File: src/rtl/audio_mixer_nch.sv
// audio_mixer_nch: N-channel panned audio mixer with tape injection, master attenuation
// and per-side first-order sigma-delta 1-bit outputs.
module audio_mixer_nch #(
    parameter int NCH = 3,
    parameter int W = 8,
    parameter logic [W-1:0] MIC_LVL = 8'h40,
    parameter logic [W-1:0] EAR_LVL = 8'h40,
    localparam int ACCW = W + $clog2(NCH + 2)
) (
    input  logic             clk,
    input  logic             rst_n,
    input  logic             sample_stb,
    input  logic [NCH*W-1:0] ch_in,
    input  logic [2*NCH-1:0] pan,
    input  logic             mic,
    input  logic             ear,
    input  logic [2:0]       att,
    output logic [ACCW-1:0]  pcm_l,
    output logic [ACCW-1:0]  pcm_r,
    output logic             pcm_valid,
    output logic             busy,
    output logic             overrun,
    output logic             audio_out_left,
    output logic             audio_out_right
);
    localparam int IW = NCH > 1 ? $clog2(NCH) : 1;

    typedef enum logic [1:0] {S_IDLE, S_ACCUM, S_SCALE, S_LOAD} state_t;

    state_t            r_state, w_next;
    logic [NCH*W-1:0]  r_ch;
    logic [2*NCH-1:0]  r_pan;
    logic [2:0]        r_att;
    logic [IW-1:0]     r_idx;
    logic [ACCW-1:0]   r_sum_l, r_sum_r, r_pcm_l, r_pcm_r;
    logic              r_overrun;
    logic [ACCW:0]     r_sd_l, r_sd_r;
    logic [W-1:0]      w_ch;
    logic [1:0]        w_pan;
    logic [ACCW-1:0]   w_tape;

    assign w_ch   = r_ch[r_idx*W +: W];
    assign w_pan  = r_pan[r_idx*2 +: 2];
    assign w_tape = (mic ? ACCW'(MIC_LVL) : '0) + (ear ? ACCW'(EAR_LVL) : '0);

    always_ff @(posedge clk or negedge rst_n) begin
        if (!rst_n) r_state <= S_IDLE;
        else r_state <= w_next;
    end

    always_comb begin
        w_next = r_state;
        unique case (r_state)
            S_IDLE:  w_next = sample_stb ? S_ACCUM : S_IDLE;
            S_ACCUM: w_next = (r_idx == IW'(NCH - 1)) ? S_SCALE : S_ACCUM;
            S_SCALE: w_next = S_LOAD;
            S_LOAD:  w_next = S_IDLE;
            default: w_next = S_IDLE;
        endcase
    end

    always_ff @(posedge clk or negedge rst_n) begin
        if (!rst_n) begin
            r_ch      <= '0;
            r_pan     <= '0;
            r_att     <= '0;
            r_idx     <= '0;
            r_sum_l   <= '0;
            r_sum_r   <= '0;
            r_pcm_l   <= '0;
            r_pcm_r   <= '0;
            r_overrun <= 1'b0;
            r_sd_l    <= '0;
            r_sd_r    <= '0;
        end else begin
            // A strobe is only honoured in IDLE; anywhere else it is flagged and dropped.
            r_overrun <= sample_stb && (r_state != S_IDLE);
            unique case (r_state)
                S_IDLE: if (sample_stb) begin
                    r_ch    <= ch_in;
                    r_pan   <= pan;
                    r_att   <= att;
                    r_idx   <= '0;
                    r_sum_l <= w_tape;
                    r_sum_r <= w_tape;
                end
                S_ACCUM: begin
                    if (w_pan[0]) r_sum_l <= r_sum_l + ACCW'(w_ch);
                    if (w_pan[1]) r_sum_r <= r_sum_r + ACCW'(w_ch);
                    r_idx <= r_idx + IW'(1);
                end
                S_SCALE: begin
                    r_sum_l <= r_sum_l >> r_att;
                    r_sum_r <= r_sum_r >> r_att;
                end
                S_LOAD: begin
                    r_pcm_l <= r_sum_l;
                    r_pcm_r <= r_sum_r;
                end
                default: ;
            endcase
            // Carry out of the ACCW-bit residual is the 1-bit DAC output.
            r_sd_l <= {1'b0, r_sd_l[ACCW-1:0]} + {1'b0, r_pcm_l};
            r_sd_r <= {1'b0, r_sd_r[ACCW-1:0]} + {1'b0, r_pcm_r};
        end
    end

    assign pcm_l           = r_pcm_l;
    assign pcm_r           = r_pcm_r;
    assign pcm_valid       = (r_state == S_LOAD);
    assign busy            = (r_state != S_IDLE);
    assign overrun         = r_overrun;
    assign audio_out_left  = r_sd_l[ACCW];
    assign audio_out_right = r_sd_r[ACCW];
endmodule

File: config.mk
export PLATFORM = sky130hd
export DESIGN_NAME = audio_mixer_nch
export DESIGN_NICKNAME = d
export VERILOG_FILES = /design/src/rtl/audio_mixer_nch.sv
export SDC_FILE = /design/constraint.sdc
export NUM_CORES = 1
export LEC_CHECK = 0
export BUFFER_PORTS_ARGS = -buffer_cell sky130_fd_sc_hd__clkbuf_2
export CAP_MARGIN = 40
export CORE_MARGIN = 2
export CORE_UTILIZATION = 58
export CTS_CLUSTER_SIZE = 28
export DETAILED_ROUTE_END_ITERATION = 10
export PLACE_DENSITY_LB_ADDON = 0.08
export SLEW_MARGIN = 15
export SYNTH_ARGS = -nofsm -noshare
export SYNTH_HDL_FRONTEND = slang
export SYNTH_SLANG_ARGS = --single-unit
File: constraint.sdc
create_clock -name clk -period 3.3 [get_ports clk]
set_input_delay 0.66 -clock clk [delete_from_list [all_inputs] [get_ports clk]]
set_output_delay 0.66 -clock clk [all_outputs]
set_load 0.03 [all_outputs]
==> results.md, run 1 <==
* Pin count of the biggest net entering global routing at 57
* Critical-path maximum fanout at 10
* Depth of the CTS H-tree at 3
* Hold WS at 329 ps
* Row cnt at 39
* Die extent in y at 111 um
* Routed length on met3 at 1060 um
* Flops & latches, synth at 106
* Cell variety after synth at 63
* CP endpoint kind: flop
* Compound-Gate Fraction of Synth Area at 15.0%
* Final setup fails at 0
* Die area at 12400 sq um
* Total power at 8890 uW
* Post-Route WL at 16000 um
* Post-Syn Area at 6680 sq um
* Count of pins over their slew limit at 0
* Clock Pin Slew Worst Setup and Hold Paths at 70 ps
* Initial core utilization at 59.0%
* Commonest cells after routing, fill and taps aside: 105 x dfrtp_1, 69 x mux2_2, 63 x clkbuf_2
* Antenna-violating nets left at 0
* Fin nets at 792
* Minimum clock period at 2910 ps
* Vias per cell at 6.15
* Global route overflow at 0
* GP Congestion at 0.938
* Port buffer count at 64
* Fraction of registers with async set/reset at 100%
* Hold buffers post-CTS at 0
* Fill cells at 909
* Leakage power at 0.00350 uW
* DR vias at 5252
* Largest stage delay on the critical path at 500 ps
* Post-route DRC at 0
* Synthesized-area fraction occupied by adder cells at 9.43%
* VDD IR-drop max at 0.000679 V
* Yosys warns at 0
* Layout Cells excl Fill at 854
* Uppermost routed layer: met4
* Total Routing Usage GR at 26.8%
* Die Span X at 111 um
* Routed length per placed instance at 18.7 um
* CP required at 3540 ps
* Wire length on met2 at 7590 um
* Share of cells above drive strength 1 at 24.1%
* Fmax at 344 MHz
* Largest family of logic cells by synthesized area: multiplexers
* Slew HR at 48.8%
* Syn_nets at 737
* Tightest Hold Check Type: in -> async
* Slowest cell on crit path: dfrtp_2
* Max Cap Viol at 0
* Setup TNS at 0 ps
* I/O pin count at 65
* Register area share after synthesis at 39.7%
* CTS tree: yes
* Final Util at 66.0%
* Post-CTS Setup Bufs at 0
* Diode count at 0
* Worst-skew pair later-pin latency at 360 ps
* Top FF cell, synth: dfrtp_1
* Total CTS buffers at 9
* Critical path's top delay family: compound AO/OA/AOI/OAI gates
* P&R area growth vs syn at 11.8%
* Vias in the first global route at 5251
* Clk sinks at 106
* Worst slew pin tran at 768 ps
* Mux contribution to synthesized area at 18.3%
* DR iter-0 viols at 385
* Commonest non-fill, non-tap cell in the layout: dfrtp_1
* Xor/xnor share of the synthesized area at 2.36%
* Post-Syn Area per Cell at 10.3 sq um
* CP Cell Sequence: mux2i_1 -> o21ai_0 -> ha_1 -> fa_1 -> a211oi_1 -> o21ai_0 -> nand4_1 -> nor4_1 -> a311o_1
* Pwr Density at 1190 nW/um^2
* Final hold vios at 0
* DR pass1 iterations at 5
* WP buf/inv at 0
* CTS root buf: clkbuf_16
* First-pass GRT wire length at 26600 um
* Core box area at 11300 sq um
* RSZ-0062 raised after global routing: no
* Post-CTS sizing at 0
* Startpoint class of the critical path: flop
* CTS Buffer Depth at 2
* Post-synth EDFFs at 0
* Critical path class: reg -> reg
* Synth Area in Simple Gates at 11.7%
* WP data arrival at 3150 ps
* Clock Skew at 5.31 ps
* Syn Inst Count at 651
* Cell mode on critical path: o21ai_0
* Post-detail-place hpwl at 12000 um
* Initial antenna violation count at 0
* Dpl cells at 838
* Outcome: finished clean
* Met1 wire length at 6940 um
* Post-route clock period utilization at 88.2%
## per-layer routing
layer | vias up | global-route usage, %
met5 | - | 0
li1 | 2499 | -
met1 | 2541 | 36.2
met3 | 26 | 6.53
met4 | 0 | 9.38
met2 | 186 | 42.8
## state kept, by name, indices dropped and copies added, names as in the netlist, named ones only
signal,flops
r_ch,24
r_sd_l,12
r_sd_r,12
pcm_l,11
pcm_r,11
r_sum_l,11
r_sum_r,11
r_pan,6
r_att,3
r_idx,2
overrun,1
r_state,1
## cell type report
cell class | instances | area [sq um] | share of cell area [%]
multi-input cells | 491 | 3800 | 50.8
flip-flops and latches | 106 | 2650 | 35.5
repair buffers | 77 | 433 | 5.79
clock buffers | 12 | 256 | 3.43
well taps | 143 | 179 | 2.39
inverters | 21 | 78.8 | 1.06
clock inverters | 4 | 73.8 | 0.988
## kinds of logic (layout without fill, tap and decap cells)
kind of cell | after synthesis | after routing
simple gates | 167 | 167
fa+ha+maj | 48 | 48
flops | 106 | 106
xor+xnor | 18 | 18
compound gates | 151 | 151
buf+inv | 54 | 114
mux | 107 | 107
## cells in the mapped netlist (3+ instances only)
cell type,count,share of area (%)
xor2_1,3,0.39
o211ai_1,6,0.67
o22ai_1,5,0.47
dfrtp_1,106,40
xnor2_1,15,2.0
nor2_1,41,2.3
a221o_1,3,0.45
nor4_1,4,0.37
a211oi_1,10,1.1
a21oi_1,27,2.0
ha_1,44,8.2
a31oi_1,5,0.47
mux2_2,69,12
nand2b_1,12,1.1
nor2b_1,9,0.84
nor3_1,18,1.3
mux2i_1,32,4.8
a221oi_1,8,1.0
o21a_1,4,0.45
buf_2,8,0.60
fa_1,4,1.2
nand2_1,58,3.3
inv_1,21,1.2
mux4_2,5,1.7
nand3_1,7,0.52
a21boi_0,3,0.34
clkbuf_1,15,0.84
o21ai_0,43,3.2
buf_1,6,0.34
and2_1,4,0.37
a211o_1,5,0.66
a21o_1,8,0.90
o221ai_1,3,0.39
## per-stage QoR
| step | cell area, sq um | worst slack (ps) |
|---|---|---|
| 3_3_place_gp | 7140 | 393 |
| 2_1_floorplan | 6680 | 634 |
| 6_report | 7470 | 391 |
| 3_5_place_dp | 7140 | 288 |
| 5_1_grt | 7470 | 128 |
| 4_1_cts | 7470 | 275 |
## worst paths after layout
check                                startpoint                       to  slack, ps  depth (start not counted)
min in group clk            r_sd_r[0]$_DFF_PN0_      r_sd_r[0]$_DFF_PN0_        480                          1
max in group asynchronous                 rst_n     r_idx[1]$_DFFE_PN0P_       2220                          2
max                        r_idx[1]$_DFFE_PN0P_  r_sum_l[10]$_DFFE_PN0P_        390                          9
min reg2reg                 r_sd_r[0]$_DFF_PN0_      r_sd_r[0]$_DFF_PN0_        480                          1
max reg2reg                r_idx[1]$_DFFE_PN0P_  r_sum_l[10]$_DFFE_PN0P_        390                          9
min                                       rst_n      r_sd_r[7]$_DFF_PN0_        330                          1
## power breakdown
group	total [uW]	switching [uW]	leakage, uW	internal (uW)
Combinational	5240	2960	0.00202	2280
Clock	1190	479	0.000163	707
Sequential	2470	578	0.00131	1890
(Power assumes the default switching activity.)
==> run 2: changes to the inputs <==
BUFFER_PORTS_ARGS = not set   (was -buffer_cell sky130_fd_sc_hd__clkbuf_2)
CORE_MARGIN = 3   (was 2)
DONT_BUFFER_PORTS = 1   (was not set)
TNS_END_PERCENT = 1   (was not set)
==> run 2 against run 1 <==
Clock power about the same. Non-clock buffer count is 63 lower. Clock skew is 1.1 ps lower. First-iteration DRC count grew 2.3%. Critical path depth did not move. Sequential share of layout area increased by 1.6 points. Maximum frequency down 3.4%. Critical endpoint unchanged.
==> results.md, run 2 (same netlist as run 1, synthesis figures left out) <==
* Outcome: finished clean (unchanged)
* CTS Buffer Depth at 2 (unchanged)
* Fin nets at 729 (was 792)
* WP data arrival at 3250 ps (was 3150 ps)
* Reg power frac at 30.5% (was 27.7%)
* CP endpoint kind: flop (unchanged)
* Initial antenna violation count at 0 (unchanged)
* Commonest non-fill, non-tap cell in the layout: dfrtp_1 (unchanged)
* I/O pin count at 65 (unchanged)
* Final setup fails at 0 (unchanged)
* Die area at 12800 sq um (was 12400 sq um)
* Worst-skew pair later-pin latency at 360 ps (about the same)
* Largest register FFs at 24 (unchanged)
* Global route overflow at 0 (unchanged)
* Vias per cell at 6.36 (was 6.15)
* P&R area growth vs syn at 7.02% (was 11.8%)
* Pwr Density at 1220 nW/um^2 (was 1190 nW/um^2)
* Commonest cells after routing, fill and taps aside: 106 x dfrtp_1, 69 x mux2_2, 58 x nand2_1 (was 105 x dfrtp_1, 69 x mux2_2, 63 x clkbuf_2)
* Die Span X at 113 um (was 111 um)
* Worst slew pin tran at 856 ps (was 768 ps)
* Total CTS buffers at 9 (unchanged)
* Slew HR at 42.9% (was 48.8%)
* VDD IR-drop max at 0.000664 V (was 0.000679 V)
* RSZ-0062 raised after global routing: no (unchanged)
* Port buffer count at 0 (was 64)
* Pin count of the biggest net entering global routing at 107 (was 57)
* Worst Slack Setup Final at 287 ps (was 391 ps)
* Row cnt at 38 (was 39)
* Post-route clock period utilization at 91.3% (was 88.2%)
* Die extent in y at 113 um (was 111 um)
* Top reg by flops: r_ch (unchanged)
* First-pass GRT wire length at 25200 um (was 26600 um)
* Post-route DRC at 0 (unchanged)
* Total Routing Usage GR at 24.7% (was 26.8%)
* CTS root buf: clkbuf_16 (unchanged)
* DR pass1 iterations at 5 (unchanged)
* Max Cap Viol at 0 (unchanged)
* Share of cells above drive strength 1 at 16.7% (was 24.1%)
* Tightest Hold Check Type: in -> async (unchanged)
* Startpoint class of the critical path: flop (unchanged)
* CP required at 3540 ps (about the same)
* Pre-CTS setup slack at 344 ps (was 288 ps)
* CTS tree: yes (unchanged)
* Initial core utilization at 60.6% (was 59.0%)
* Clk sinks at 106 (unchanged)
* Final hold vios at 0 (unchanged)
* Internal power at 4750 uW (was 4870 uW)
* Fmax at 332 MHz (was 344 MHz)
* NetSw at 4000 uW (was 4020 uW)
* Switching fraction of total power at 45.7% (was 45.2%)
* Setup TNS at 0 ps (unchanged)
* Diode count at 0 (unchanged)
* Post-detail-place hpwl at 11600 um (was 12000 um)
* Core box area at 11000 sq um (was 11300 sq um)
* Combinational Power Share at 56.1% (was 58.9%)
* Vias in the first global route at 5074 (was 5251)
* Clock power share at 13.4% (was 13.3%)
* Total power at 8750 uW (was 8890 uW)
* DR iter-0 viols at 394 (was 385)
* Post-CTS sizing at 0 (unchanged)
* Routed length per placed instance at 19.6 um (was 18.7 um)
* Clock Skew at 4.24 ps (was 5.31 ps)
* Clock Pin Slew Worst Setup and Hold Paths at 70 ps (about the same)
* Final Util at 64.8% (was 66.0%)
* Post-Route WL at 15500 um (was 16000 um)
* GP Congestion at 0.907 (was 0.938)
* Critical-path maximum fanout at 9 (was 10)
* Biggest regs: r_ch: 24 flops, r_sd_l: 12 flops, r_sd_r: 12 flops (unchanged)
* Leakage power at 0.00323 uW (was 0.00350 uW)
* DR vias at 5013 (was 5252)
* Antenna-violating nets left at 0 (unchanged)
* Critical path class: reg -> reg (unchanged)
* Count of pins over their slew limit at 0 (unchanged)
* Minimum clock period at 3010 ps (was 2910 ps)
* Depth of the CTS H-tree at 3 (unchanged)
## run 2: cell count changes in the layout (fill, tap and decap cells not counted), sizes merged
cell / delta
clkbuf: -66
inv: +2
clkinv: +1
## run 2: path summary, 6_finish.rpt
kind / startpoint / endpoint / slack, ps / depth (start not counted)
worst max-delay path: r_idx[1]$_DFFE_PN0P_ / r_sum_l[10]$_DFFE_PN0P_ / 290 / 9
worst min-delay path: rst_n / r_sd_r[11]$_DFF_PN0_ / 240 / 1
worst max register to register: r_idx[1]$_DFFE_PN0P_ / r_sum_l[10]$_DFFE_PN0P_ / 290 / 9
worst min register to register: r_sd_l[0]$_DFF_PN0_ / r_sd_l[0]$_DFF_PN0_ / 470 / 1
max in group asynchronous: rst_n / r_ch[0]$_DFFE_PN0P_ / 2660 / 1
min in group clk: sample_stb / overrun$_DFF_PN0_ / 440 / 1
## run 2: critical path: stages, from the launching register on
cell and delay [ps]:
dfrtp_1 570, mux2i_1 250, o21ai_0 160, ha_1 260, fa_1 430, a211oi_1 440, o21ai_0 240, nand4_1 160
nor4_1 60, a311o_1 330
## run 2: timing repair
action | CTS | global route
hold buffers | 1 | 0
buffers inserted | 0 | 0
endpoints found under the hold margin | 106 | 0
## run 2: final cells by class
type	count	area [sq um]
repair buffers	14	125
clock inverters	7	100
multi-input cells	491	3800
well taps	140	175
clock buffers	9	225
inverters	21	78.8
flip-flops and latches	106	2650
fillers	919	3880
## run 2: power by group through the flow
| stage | Combinational [uW] | Clock (uW) | Sequential [uW] |
|---|---|---|---|
| 3_3_place_gp | 4640 | 0 | 2670 |
| 3_5_place_dp | 4800 | 0 | 2690 |
| 4_1_cts | 4860 | 1200 | 2670 |
| 2_1_floorplan | 4000 | 0 | 2380 |
| 6_report | 4910 | 1170 | 2670 |
| 5_1_grt | 5430 | 1240 | 2740 |
## run 2: metal layers
metal	part of all wire (%)	vias up	GRT usage (%)
li1	-	2374	-
met1	44	2446	33.0
met2	47	171	40.2
met3	6.9	22	5.67
met4	1.7	0	7.61
met5	0	-	0
## run 2: per-stage QoR
step	hold slack, ps	instance area, sq um	instances
3_3_place_gp	367	6800	771
5_1_grt	269	7150	788
2_1_floorplan	364	6680	651
4_1_cts	261	7150	788
3_5_place_dp	367	6800	771
6_report	236	7150	788
